## config.mk

```make
export PLATFORM = sky130hd
export DESIGN_NAME = aura16_fetch_stage_flat
export DESIGN_NICKNAME = d
export VERILOG_FILES = /design/src/rtl/aura16_pkg.sv /design/src/rtl/aura16_fetch_stage_if.sv /design/src/rtl/aura16_if_id_reg.sv /design/src/rtl/aura16_fetch_stage.sv /design/src/flat_wrapper.sv
export SDC_FILE = /design/constraint.sdc
export NUM_CORES = 1
export LEC_CHECK = 0
export CELL_PAD_IN_SITES_DETAIL_PLACEMENT = 0
export CELL_PAD_IN_SITES_GLOBAL_PLACEMENT = 1
export CORE_ASPECT_RATIO = 0.5
export CORE_MARGIN = 8
export CORE_UTILIZATION = 32
export DETAILED_ROUTE_END_ITERATION = 12
export GPL_TIMING_DRIVEN = 0
export PLACE_DENSITY_LB_ADDON = 0.1
export RECOVER_POWER = 25
export SETUP_SLACK_MARGIN = 0.3
export SLEW_MARGIN = 20
export SYNTH_ARGS = -nofsm -noshare
export SYNTH_HDL_FRONTEND = slang
export SYNTH_SLANG_ARGS = --single-unit
```

## constraint.sdc

```tcl
create_clock -name clk -period 1.77 [get_ports clk]
set_input_delay 0.354 -clock clk [delete_from_list [all_inputs] [get_ports clk]]
set_output_delay 0.354 -clock clk [all_outputs]
set_load 0.05 [all_outputs]
```

## src/rtl/aura16_pkg.sv

```systemverilog
// Shared AURA16 widths, reset PC, NOP encoding, fetch FSM states and the IF/ID record.
// Pure declarations: no logic, no latency, no flow control.
package aura16_pkg;
  localparam int ADDR_W = 16;
  localparam int DATA_W = 16;
  localparam logic [ADDR_W-1:0] DEFAULT_RESET_PC = 16'h0000;
  localparam logic [DATA_W-1:0] NOP_INSTR = 16'h0000;

  typedef enum logic {
    RUN   = 1'b0,
    FAULT = 1'b1
  } fetch_state_t;

  typedef struct packed {
    logic              valid;
    logic [DATA_W-1:0] instr;
    logic [ADDR_W-1:0] pc;
    logic [ADDR_W-1:0] pc_plus1;
  } if_id_t;
endpackage

```

## src/rtl/aura16_fetch_stage_if.sv

```systemverilog
// Instruction-memory bus between the fetch stage (master) and an async-read memory (slave).
// Combinational read: data answers the address in the same cycle; no backpressure.
interface aura16_fetch_stage_if;
  import aura16_pkg::*;
  logic [ADDR_W-1:0] imem_addr;
  logic [DATA_W-1:0] imem_data;

  modport master (output imem_addr, input imem_data);
  modport slave  (input imem_addr, output imem_data);
endinterface

```

## src/rtl/aura16_if_id_reg.sv

```systemverilog
// IF/ID pipeline register: squash clears to a zeroed bubble, load captures, otherwise hold.
// 1-cycle latency; hold (neither control) is how upstream stalls back-pressure the stage.
module aura16_if_id_reg
  import aura16_pkg::*;
(
  input  logic              clk,
  input  logic              rst_n,
  input  logic              load,
  input  logic              squash,
  input  logic [DATA_W-1:0] instr_in,
  input  logic [ADDR_W-1:0] pc_in,
  output if_id_t            if_id
);
  always_ff @(posedge clk or negedge rst_n) begin
    if (!rst_n) begin
      if_id <= '0;
    end else if (squash) begin
      if_id <= '0;
    end else if (load) begin
      if_id <= '{valid: 1'b1, instr: instr_in, pc: pc_in, pc_plus1: pc_in + ADDR_W'(1)};
    end
  end
endmodule

```

## src/rtl/aura16_fetch_stage.sv

```systemverilog
// AURA16 fetch: PC drives async imem, word lands in IF/ID one cycle later; redirect > stall > advance.
// Optional AURA16_FETCH_BOUNDS_CHECK_EN traps fetches at PC >= IMEM_DEPTH into a sticky FAULT state.
module aura16_fetch_stage
  import aura16_pkg::*;
#(
  parameter logic [ADDR_W-1:0] RESET_PC   = DEFAULT_RESET_PC,
  parameter int                IMEM_DEPTH = 512
) (
  input  logic                 clk,
  input  logic                 rst_n,
  aura16_fetch_stage_if.master imem,
  input  logic                 stall,
  input  logic                 redirect_valid,
  input  logic [ADDR_W-1:0]    redirect_pc,
  output logic                 if_id_valid,
  output logic [DATA_W-1:0]    if_id_instr,
  output logic [ADDR_W-1:0]    if_id_pc,
  output logic [ADDR_W-1:0]    if_id_pc_plus1,
  output logic [15:0]          fetch_count,
  output logic                 fetch_fault
);
  fetch_state_t      state_q, state_d;
  logic [ADDR_W-1:0] pc_q, pc_d;
  logic [15:0]       count_q, count_d;
  logic              load, squash;
  logic              fault_trip;
  if_id_t            if_id;

`ifdef AURA16_FETCH_BOUNDS_CHECK_EN
  assign fault_trip  = (32'(pc_q) >= IMEM_DEPTH);
  assign fetch_fault = (state_q == FAULT);
`else
  logic unused_depth_cmp;
  assign unused_depth_cmp = (32'(pc_q) >= IMEM_DEPTH);
  assign fault_trip  = 1'b0;
  assign fetch_fault = 1'b0;
`endif

  always_ff @(posedge clk or negedge rst_n) begin
    if (!rst_n) begin
      state_q <= RUN;
      pc_q    <= RESET_PC;
      count_q <= '0;
    end else begin
      state_q <= state_d;
      pc_q    <= pc_d;
      count_q <= count_d;
    end
  end

  always_comb begin
    state_d = state_q;
    pc_d    = pc_q;
    count_d = count_q;
    load    = 1'b0;
    squash  = 1'b0;
    case (state_q)
      RUN: begin
        if (redirect_valid) begin
          pc_d   = redirect_pc;
          squash = 1'b1;
        end else if (!stall) begin
          if (fault_trip) begin
            state_d = FAULT;
            squash  = 1'b1;
          end else begin
            load = 1'b1;
            pc_d = pc_q + ADDR_W'(1);
            if (count_q != 16'hFFFF) count_d = count_q + 16'd1;
          end
        end
      end
      // Frozen until reset; keep IF/ID cleared whatever the inputs do.
      FAULT:   squash  = 1'b1;
      default: state_d = RUN;
    endcase
  end

  aura16_if_id_reg u_if_id (
    .clk      (clk),
    .rst_n    (rst_n),
    .load     (load),
    .squash   (squash),
    .instr_in (imem.imem_data),
    .pc_in    (pc_q),
    .if_id    (if_id)
  );

  assign imem.imem_addr  = pc_q;
  assign if_id_valid     = if_id.valid;
  assign if_id_instr     = if_id.instr;
  assign if_id_pc        = if_id.pc;
  assign if_id_pc_plus1  = if_id.pc_plus1;
  assign fetch_count     = count_q;
endmodule

```

## src/flat_wrapper.sv

```systemverilog
// flat-port wrapper written by rule: the top's interface ports become plain ports
module aura16_fetch_stage_flat import aura16_pkg::*;
#(
  parameter logic [ADDR_W-1:0] RESET_PC   = DEFAULT_RESET_PC,
  parameter int                IMEM_DEPTH = 512
)
  (clk, rst_n, stall, redirect_valid, redirect_pc, if_id_valid, if_id_instr, if_id_pc, if_id_pc_plus1, fetch_count, fetch_fault, imem_imem_addr, imem_imem_data);
  aura16_fetch_stage_if imem_i ();
  input  logic clk;
  input  logic rst_n;
  input  logic stall;
  input  logic redirect_valid;
  input  logic [ADDR_W-1:0] redirect_pc;
  output logic if_id_valid;
  output logic [DATA_W-1:0] if_id_instr;
  output logic [ADDR_W-1:0] if_id_pc;
  output logic [ADDR_W-1:0] if_id_pc_plus1;
  output logic [15:0] fetch_count;
  output logic fetch_fault;
  output wire logic [$bits(imem_i.imem_addr)-1:0] imem_imem_addr;
  input wire logic [$bits(imem_i.imem_data)-1:0] imem_imem_data;
  assign imem_imem_addr = imem_i.imem_addr;
  assign imem_i.imem_data = imem_imem_data;
  aura16_fetch_stage #(.RESET_PC(RESET_PC), .IMEM_DEPTH(IMEM_DEPTH)) u_core (.clk(clk), .rst_n(rst_n), .imem(imem_i), .stall(stall), .redirect_valid(redirect_valid), .redirect_pc(redirect_pc), .if_id_valid(if_id_valid), .if_id_instr(if_id_instr), .if_id_pc(if_id_pc), .if_id_pc_plus1(if_id_pc_plus1), .fetch_count(fetch_count), .fetch_fault(fetch_fault));
endmodule
```

==> results of run 1 <==
-- registers in the layout, summed over array words and instances, names as in the netlist --
register	count
u_core.u_if_id.if_id	49
u_core.fetch_count	16
u_core.imem.imem_addr	16
-- placed cells by master, fill, tap and decap left out, drive strengths merged, types with 6 or more instances in the layout --
cell type,netlist,layout
nor4,14,14
clkdlybuf4s15,0,43
o21a,8,8
nor3,11,11
nand2,30,30
nand4,9,9
xnor2,16,16
clkbuf,9,23
inv,11,11
nand3,8,8
o21ai,21,21
a21oi,18,18
dfrtp,81,81
buf,18,104
clkdlybuf4s50,0,32
clkdlybuf4s18,0,6
xor2,20,20
mux2i,34,34
nor2,51,51
-- synthesized netlist by cell type (8+ instances only) --
| cell type | count |
|---|---|
| a21oi_1 | 18 |
| buf_2 | 14 |
| clkbuf_1 | 8 |
| dfrtp_1 | 81 |
| inv_1 | 11 |
| mux2i_1 | 34 |
| nand2_1 | 30 |
| nand3_1 | 8 |
| nor2_1 | 49 |
| nor3_1 | 11 |
| nor4_1 | 11 |
| o21a_1 | 8 |
| o21ai_0 | 12 |
| o21ai_1 | 9 |
| xnor2_1 | 16 |
| xor2_1 | 20 |
-- metal layers --
metal  part of all wire, %  GRT usage (%)  up-vias  wire (um)
met5                     0              0        -          0
met2                    44           23.5       89       5590
met1                    48           19.9     1683       6030
met3                   7.0           5.69       11        883
li1                      -              -     1685          -
met4                  0.84           3.42        0        106
-- per-stage QoR --
step,instances,TNS (ns),total power [mW]
6_report,739,0,6.22
5_1_grt,739,0,6.51
4_1_cts,705,0,6.13
3_5_place_dp,668,-28.55,4.11
3_3_place_gp,667,-271.00,4.10
2_1_floorplan,386,0,3.44
-- report_power, final --
group	leakage (nW)	switching, mW	internal (mW)
Clock	0.149	0.766	1.23
Combinational	1.76	1.22	0.744
Sequential	1.02	0.210	2.05
-- worst reg2reg max path, delay by kind of cell, from the launching register on --
kind | cells | cell delay, ns
mux | 1 | 0.28
buf+inv | 2 | 0.32
fa+ha+maj | 1 | 0.16
simple gates | 3 | 0.26
flops | 1 | 0.39
-- layout make-up --
cell class / instances / share of cell area (%)
well taps: 165 / 3.21
plain buffers: 27 / 3.27
clock buffers: 10 / 3.56
flip-flops and latches: 81 / 32.1
clock inverters: 5 / 1.26
repair buffers: 173 / 23.8
multi-input cells: 267 / 32.1
inverters: 11 / 0.642
-- cells by family after synthesis --
kind of cell    after synthesis  share of synthesized area, %
simple gates                139                          18.9
fa+ha+maj                     2                         0.631
flops                        81                          51.1
other cells                   1                        0.0945
buf+inv                      38                          4.35
compound gates               51                          7.19
xor+xnor                     36                          7.95
mux                          38                          9.81
-- timing repair --
action | in CTS | in global routing
cloned | 0 | 1
gates resized for setup | 310 | 56
setup endpoints to repair | 160 | 58
endpoints found under the hold margin | 25 | 0
setup buffers | 21 | 33
pin swaps | 15 | 18
hold buffers | 1 | 0
-- worst max-delay path by stage --
| stage | startpoint | end | slack, ns | cells after the start |
|---|---|---|---|---|
| finish | u_core.fetch_count[1] | u_core.fetch_count[1] | 0.24 | 7 |
| global route | rst_n | u_core.imem.imem_addr[13] | 0.1 | 3 |
| CTS | u_core.imem.imem_addr[10] | imem_imem_addr[10] | 0.19 | 1 |
| detailed placement | stall | u_core.u_if_id.if_id[22] | -0.59 | 6 |
| global placement | rst_n | u_core.imem.imem_addr[13] | -3.22 | 1 |
| floorplan | u_core.fetch_count[0] | u_core.fetch_count[12] | 0.02 | 5 |
==> impl_metrics.env, run 1 <==
export IMPL_layout_setup_ws_ns=0.243
export IMPL_synthCells=386
export IMPL_fill_cells=1118
export IMPL_min_from="stall"
export IMPL_clk_pin_slew_ns=0.06
export IMPL_grt_first_pass_wirelength_um=19600
export IMPL_num_rows=28
export IMPL_drtPass1Iterations=4
export IMPL_rsz0062_at_grt="yes"
export IMPL_worstRegToRegCells=7
export IMPL_placed_area_sq_um=5610
export IMPL_cts_buffers=9
export IMPL_r2r_start="u_core.fetch_count[1]"
export IMPL_postSynthAreaPerCell_sq_um=10.3
export IMPL_synth_area_sq_um=3970
export IMPL_reg2reg_to="u_core.fetch_count[1]"
export IMPL_gp_congestion=0.736
export IMPL_cp_max_fo=5
export IMPL_clock_sinks=81
export IMPL_gr_total_overflow=0
export IMPL_outcome="complete, no violations"
export IMPL_num_vias=3468
export IMPL_core_sq_um=11900
export IMPL_cp_start_kind="flop"
export IMPL_area_growth_pct=62.2
export IMPL_dieArea_sq_um=16400
export IMPL_async_reset_ff_share_pct=100
export IMPL_wl_per_cell_um=17.1
export IMPL_slew_viol_final=0
export IMPL_multi_input_area_sq_um=2060
export IMPL_hold_violations=0
export IMPL_hold_path_class="input port to flop"
export IMPL_drt_iter0_drc=143
export IMPL_drive_above_1_share_pct=43.2
export IMPL_synth_edff_count=0
export IMPL_die_x_um=173
export IMPL_worst_setup_path_type="flop to flop"
export IMPL_end_kind="flop"
export IMPL_crit_required_ns=1.99
export IMPL_cts_max_level=3
export IMPL_ys_warn_count=0
export IMPL_vdd_drop_max_mv=0.851
export IMPL_leakage_nw=2.92
export IMPL_clkLatencyLatePin_ns=0.33
export IMPL_drc=0
export IMPL_cts_buffer_depth=2
export IMPL_crit_family="flip-flops"
export IMPL_yosysTopAreaCell="dfrtp_1"
export IMPL_path_cells="ha_4 > nand3_4 > buf_4 > nor4_4 > buf_6 > nor2_4 > mux2_4"
export IMPL_pin_count=118
export IMPL_grt_max_degree=50
export IMPL_diodes=0
export IMPL_grt_use_total_pct=15.1
export IMPL_min_to="u_core.fetch_count[2]"
export IMPL_slowest_delay_ns=0.39
export IMPL_root_buffer="clkbuf_16"
export IMPL_reg2reg_slack_ns=0.24
export IMPL_post_route_util_pct=53.8
export IMPL_setup_violations=0
export IMPL_synthDistinctLibCells=43
export IMPL_ant_nets=0
export IMPL_viasPerCell=4.69
export IMPL_crit_slowest_cell="dfrtp_2"
export IMPL_cts_tree="done"
export IMPL_port_buffers=116
export IMPL_seq_area_frac_synth_pct=51.1
export IMPL_period_share_pct=86.3
export IMPL_holdPathStages=4
export IMPL_synth_area_leaders="dfrtp_1 51%, mux2i_1 8.6%, nor2_1 4.6%"
export IMPL_max_slew_margin_pct=37.1
export IMPL_crit_arrival_ns=1.75
export IMPL_worst_slew_pin_slew_ns=0.944
export IMPL_fin_crit_ns=1.53
export IMPL_maxCapViolations=0
export IMPL_synth_main_ff_cell="dfrtp_1"
export IMPL_die_h_um=94.7
export IMPL_powerDensity_nw_per_um2=967
export IMPL_hold_ws_ns=0.484
export IMPL_dp_slack_ns=-0.586
export IMPL_max_freq_ghz=0.655
export IMPL_grt_pass1_vias=3488
export IMPL_nets=608
export IMPL_post_dp_hpwl_um=8540
export IMPL_synth_net_count=424
export IMPL_path_buf_inv=2
export IMPL_fin_skew_ns=0.00720
export IMPL_routed_wl_um=12600
export IMPL_initial_core_util_pct=33.2
export IMPL_ys_ff_latch=81
export IMPL_ff_latch_area_sq_um=2070
export IMPL_antenna_found_initial=0
export IMPL_design_area_sq_um=6430
export IMPL_synth_top_cell_area_share_pct=51.1
No activity file was read; power rests on OpenSTA's default activity.
==> run 2: changes to the inputs <==
Settings changed: GPL_ROUTABILITY_DRIVEN set to 0.
==> results of run 2 <==
Final layout, timing and power as in run 1 (identical DEF).
==> run 3: changes to the inputs <==
Settings changed: GPL_TIMING_DRIVEN 0 to not set.
==> run 3 against run 2 <==
Net effect: maximum frequency grew 1.5%; sequential power is essentially flat; first-iteration DRC count shrank 40%; clock skew shrank 0.0015 ns; combinational power shrank 3%; global-route usage shrank 0.97 points; die area is the same; sequential share of layout area grew 1.4 points.
==> impl_metrics.env, run 3 (synthesis gave the netlist of run 1 again) <==
export IMPL_outcome="complete, no violations"
export IMPL_area_growth_pct=55.5
export IMPL_layout_commonest_cell="buf_4"
export IMPL_final_setup_tns_ns=0
export IMPL_largest_register="u_core.u_if_id.if_id"
export IMPL_ant_nets=0
export IMPL_grt_first_pass_wirelength_um=18500
export IMPL_clock_sinks=81
export IMPL_drtPass1Iterations=5
export IMPL_placed_cells=659
export IMPL_die_h_um=94.7
export IMPL_worst_setup_path_type="flop to flop"
export IMPL_leakage_nw=2.88
export IMPL_antenna_found_initial=0
export IMPL_wl_per_cell_um=16.2
export IMPL_cts_tree="done"
export IMPL_cts_max_level=3
export IMPL_maxCapViolations=0
export IMPL_gr_total_overflow=0
export IMPL_pin_count=118
export IMPL_cts_buffers=9
export IMPL_num_vias=3338
export IMPL_max_freq_ghz=0.665
export IMPL_max_slew_margin_pct=40.5
export IMPL_fin_crit_ns=1.50
export IMPL_initial_core_util_pct=33.2
export IMPL_dp_slack_ns=0.0994
export IMPL_rsz0062_at_grt="yes"
export IMPL_drc=0
export IMPL_clkLatencyLatePin_ns=0.33
export IMPL_period_share_pct=85.0
export IMPL_grt_pass1_vias=3384
export IMPL_crit_path_start="u_core.fetch_count[1]"
export IMPL_nets=578
export IMPL_dieArea_sq_um=16400
export IMPL_clk_pin_slew_ns=0.06
export IMPL_crit_required_ns=1.99
export IMPL_r2r_start="u_core.fetch_count[1]"
export IMPL_port_buffers=116
export IMPL_largest_reg_flops=49
export IMPL_grt_use_total_pct=14.2
export IMPL_powerDensity_nw_per_um2=1000
export IMPL_most_common_layout_cells="109 x buf_4, 51 x dfrtp_1, 47 x nor2_1"
export IMPL_post_route_util_pct=51.6
export IMPL_drive_above_1_share_pct=40.6
export IMPL_setup_violations=0
export IMPL_end_kind="flop"
export IMPL_drt_iter0_drc=86
export IMPL_viasPerCell=4.70
export IMPL_core_sq_um=11900
export IMPL_slew_viol_final=0
export IMPL_crit_arrival_ns=1.73
export IMPL_cp_max_fo=5
export IMPL_routed_wl_um=11500
export IMPL_hold_violations=0
export IMPL_diodes=0
export IMPL_instances_no_fill=710
export IMPL_num_rows=28
export IMPL_hold_path_class="input port to flop"
export IMPL_min_from="stall"
export IMPL_layout_setup_ws_ns=0.265
export IMPL_cp_start_kind="flop"
export IMPL_die_x_um=173
export IMPL_design_power_total_mw=6.18
export IMPL_post_dp_hpwl_um=8230
export IMPL_cts_buffer_depth=2
export IMPL_worst_slew_pin_slew_ns=0.892
export IMPL_grt_max_degree=33
export IMPL_fin_skew_ns=0.00572
export IMPL_vdd_drop_max_mv=1.30
export IMPL_root_buffer="clkbuf_16"
## run 3: path summary, 6_finish.rpt
check	cells after the start	to	slack [ns]
hold / removal	3	u_core.u_if_id.if_id[8]	0.45
hold reg to reg	1	u_core.fetch_count[10]	0.50
setup reg to reg	5	u_core.fetch_count[12]	0.27
max in group asynchronous	3	u_core.imem.imem_addr[13]	0.43
min in group asynchronous	2	u_core.fetch_count[15]	0.67
setup / recovery	5	u_core.fetch_count[12]	0.27
## run 3: through the flow
| stage | hold slack, ns | instance area, sq um |
|---|---|---|
| 3_3_place_gp | 0.342 | 5440 |
| 2_1_floorplan | 0.0584 | 4220 |
| 5_1_grt | 0.522 | 6170 |
| 4_1_cts | 0.315 | 5930 |
| 6_report | 0.452 | 6170 |
| 3_5_place_dp | 0.339 | 5440 |
## run 3: where the power goes
part	total (mW)	leakage (nW)	internal (mW)	switching, mW
registers	2.29	1.02	2.05	0.235
logic	1.91	1.71	0.748	1.17
clock network	1.98	0.152	1.23	0.752
total	6.18	2.88	4.03	2.15
## run 3: cell type report
cell class | instances | area (sq um)
multi-input combinational | 267 | 2020
sequential | 81 | 2060
inverter | 11 | 41.3
fill | 1112 | 5780
clock buffer | 10 | 229
clock inverter | 6 | 82.6
tap | 165 | 206
timing repair buffer | 170 | 1520
## run 3: metal layers
layer | up-vias | GRT usage [%] | wire length (um)
met5 | - | 0 | 0
met4 | 0 | 3.71 | 89
met3 | 8 | 5.69 | 907
met2 | 91 | 21.8 | 5130
met1 | 1607 | 18.4 | 5350
li1 | 1632 | - | -
## run 3: repair_timing
action / in CTS / in global routing
endpoints found under the setup margin: 25 / 33
endpoints found under the hold margin: 29 / 0
buffers inserted: 18 / 16
hold buffers: 1 / 0
pin swaps: 9 / 11
resized for setup: 6 / 23
## run 3: critical path, cell delays in order (launching register included)
cell,delay [ns]
dfrtp_2,0.39
ha_4,0.15
nand3_4,0.11
or2_4,0.30
nor3_4,0.13
mux2_4,0.31
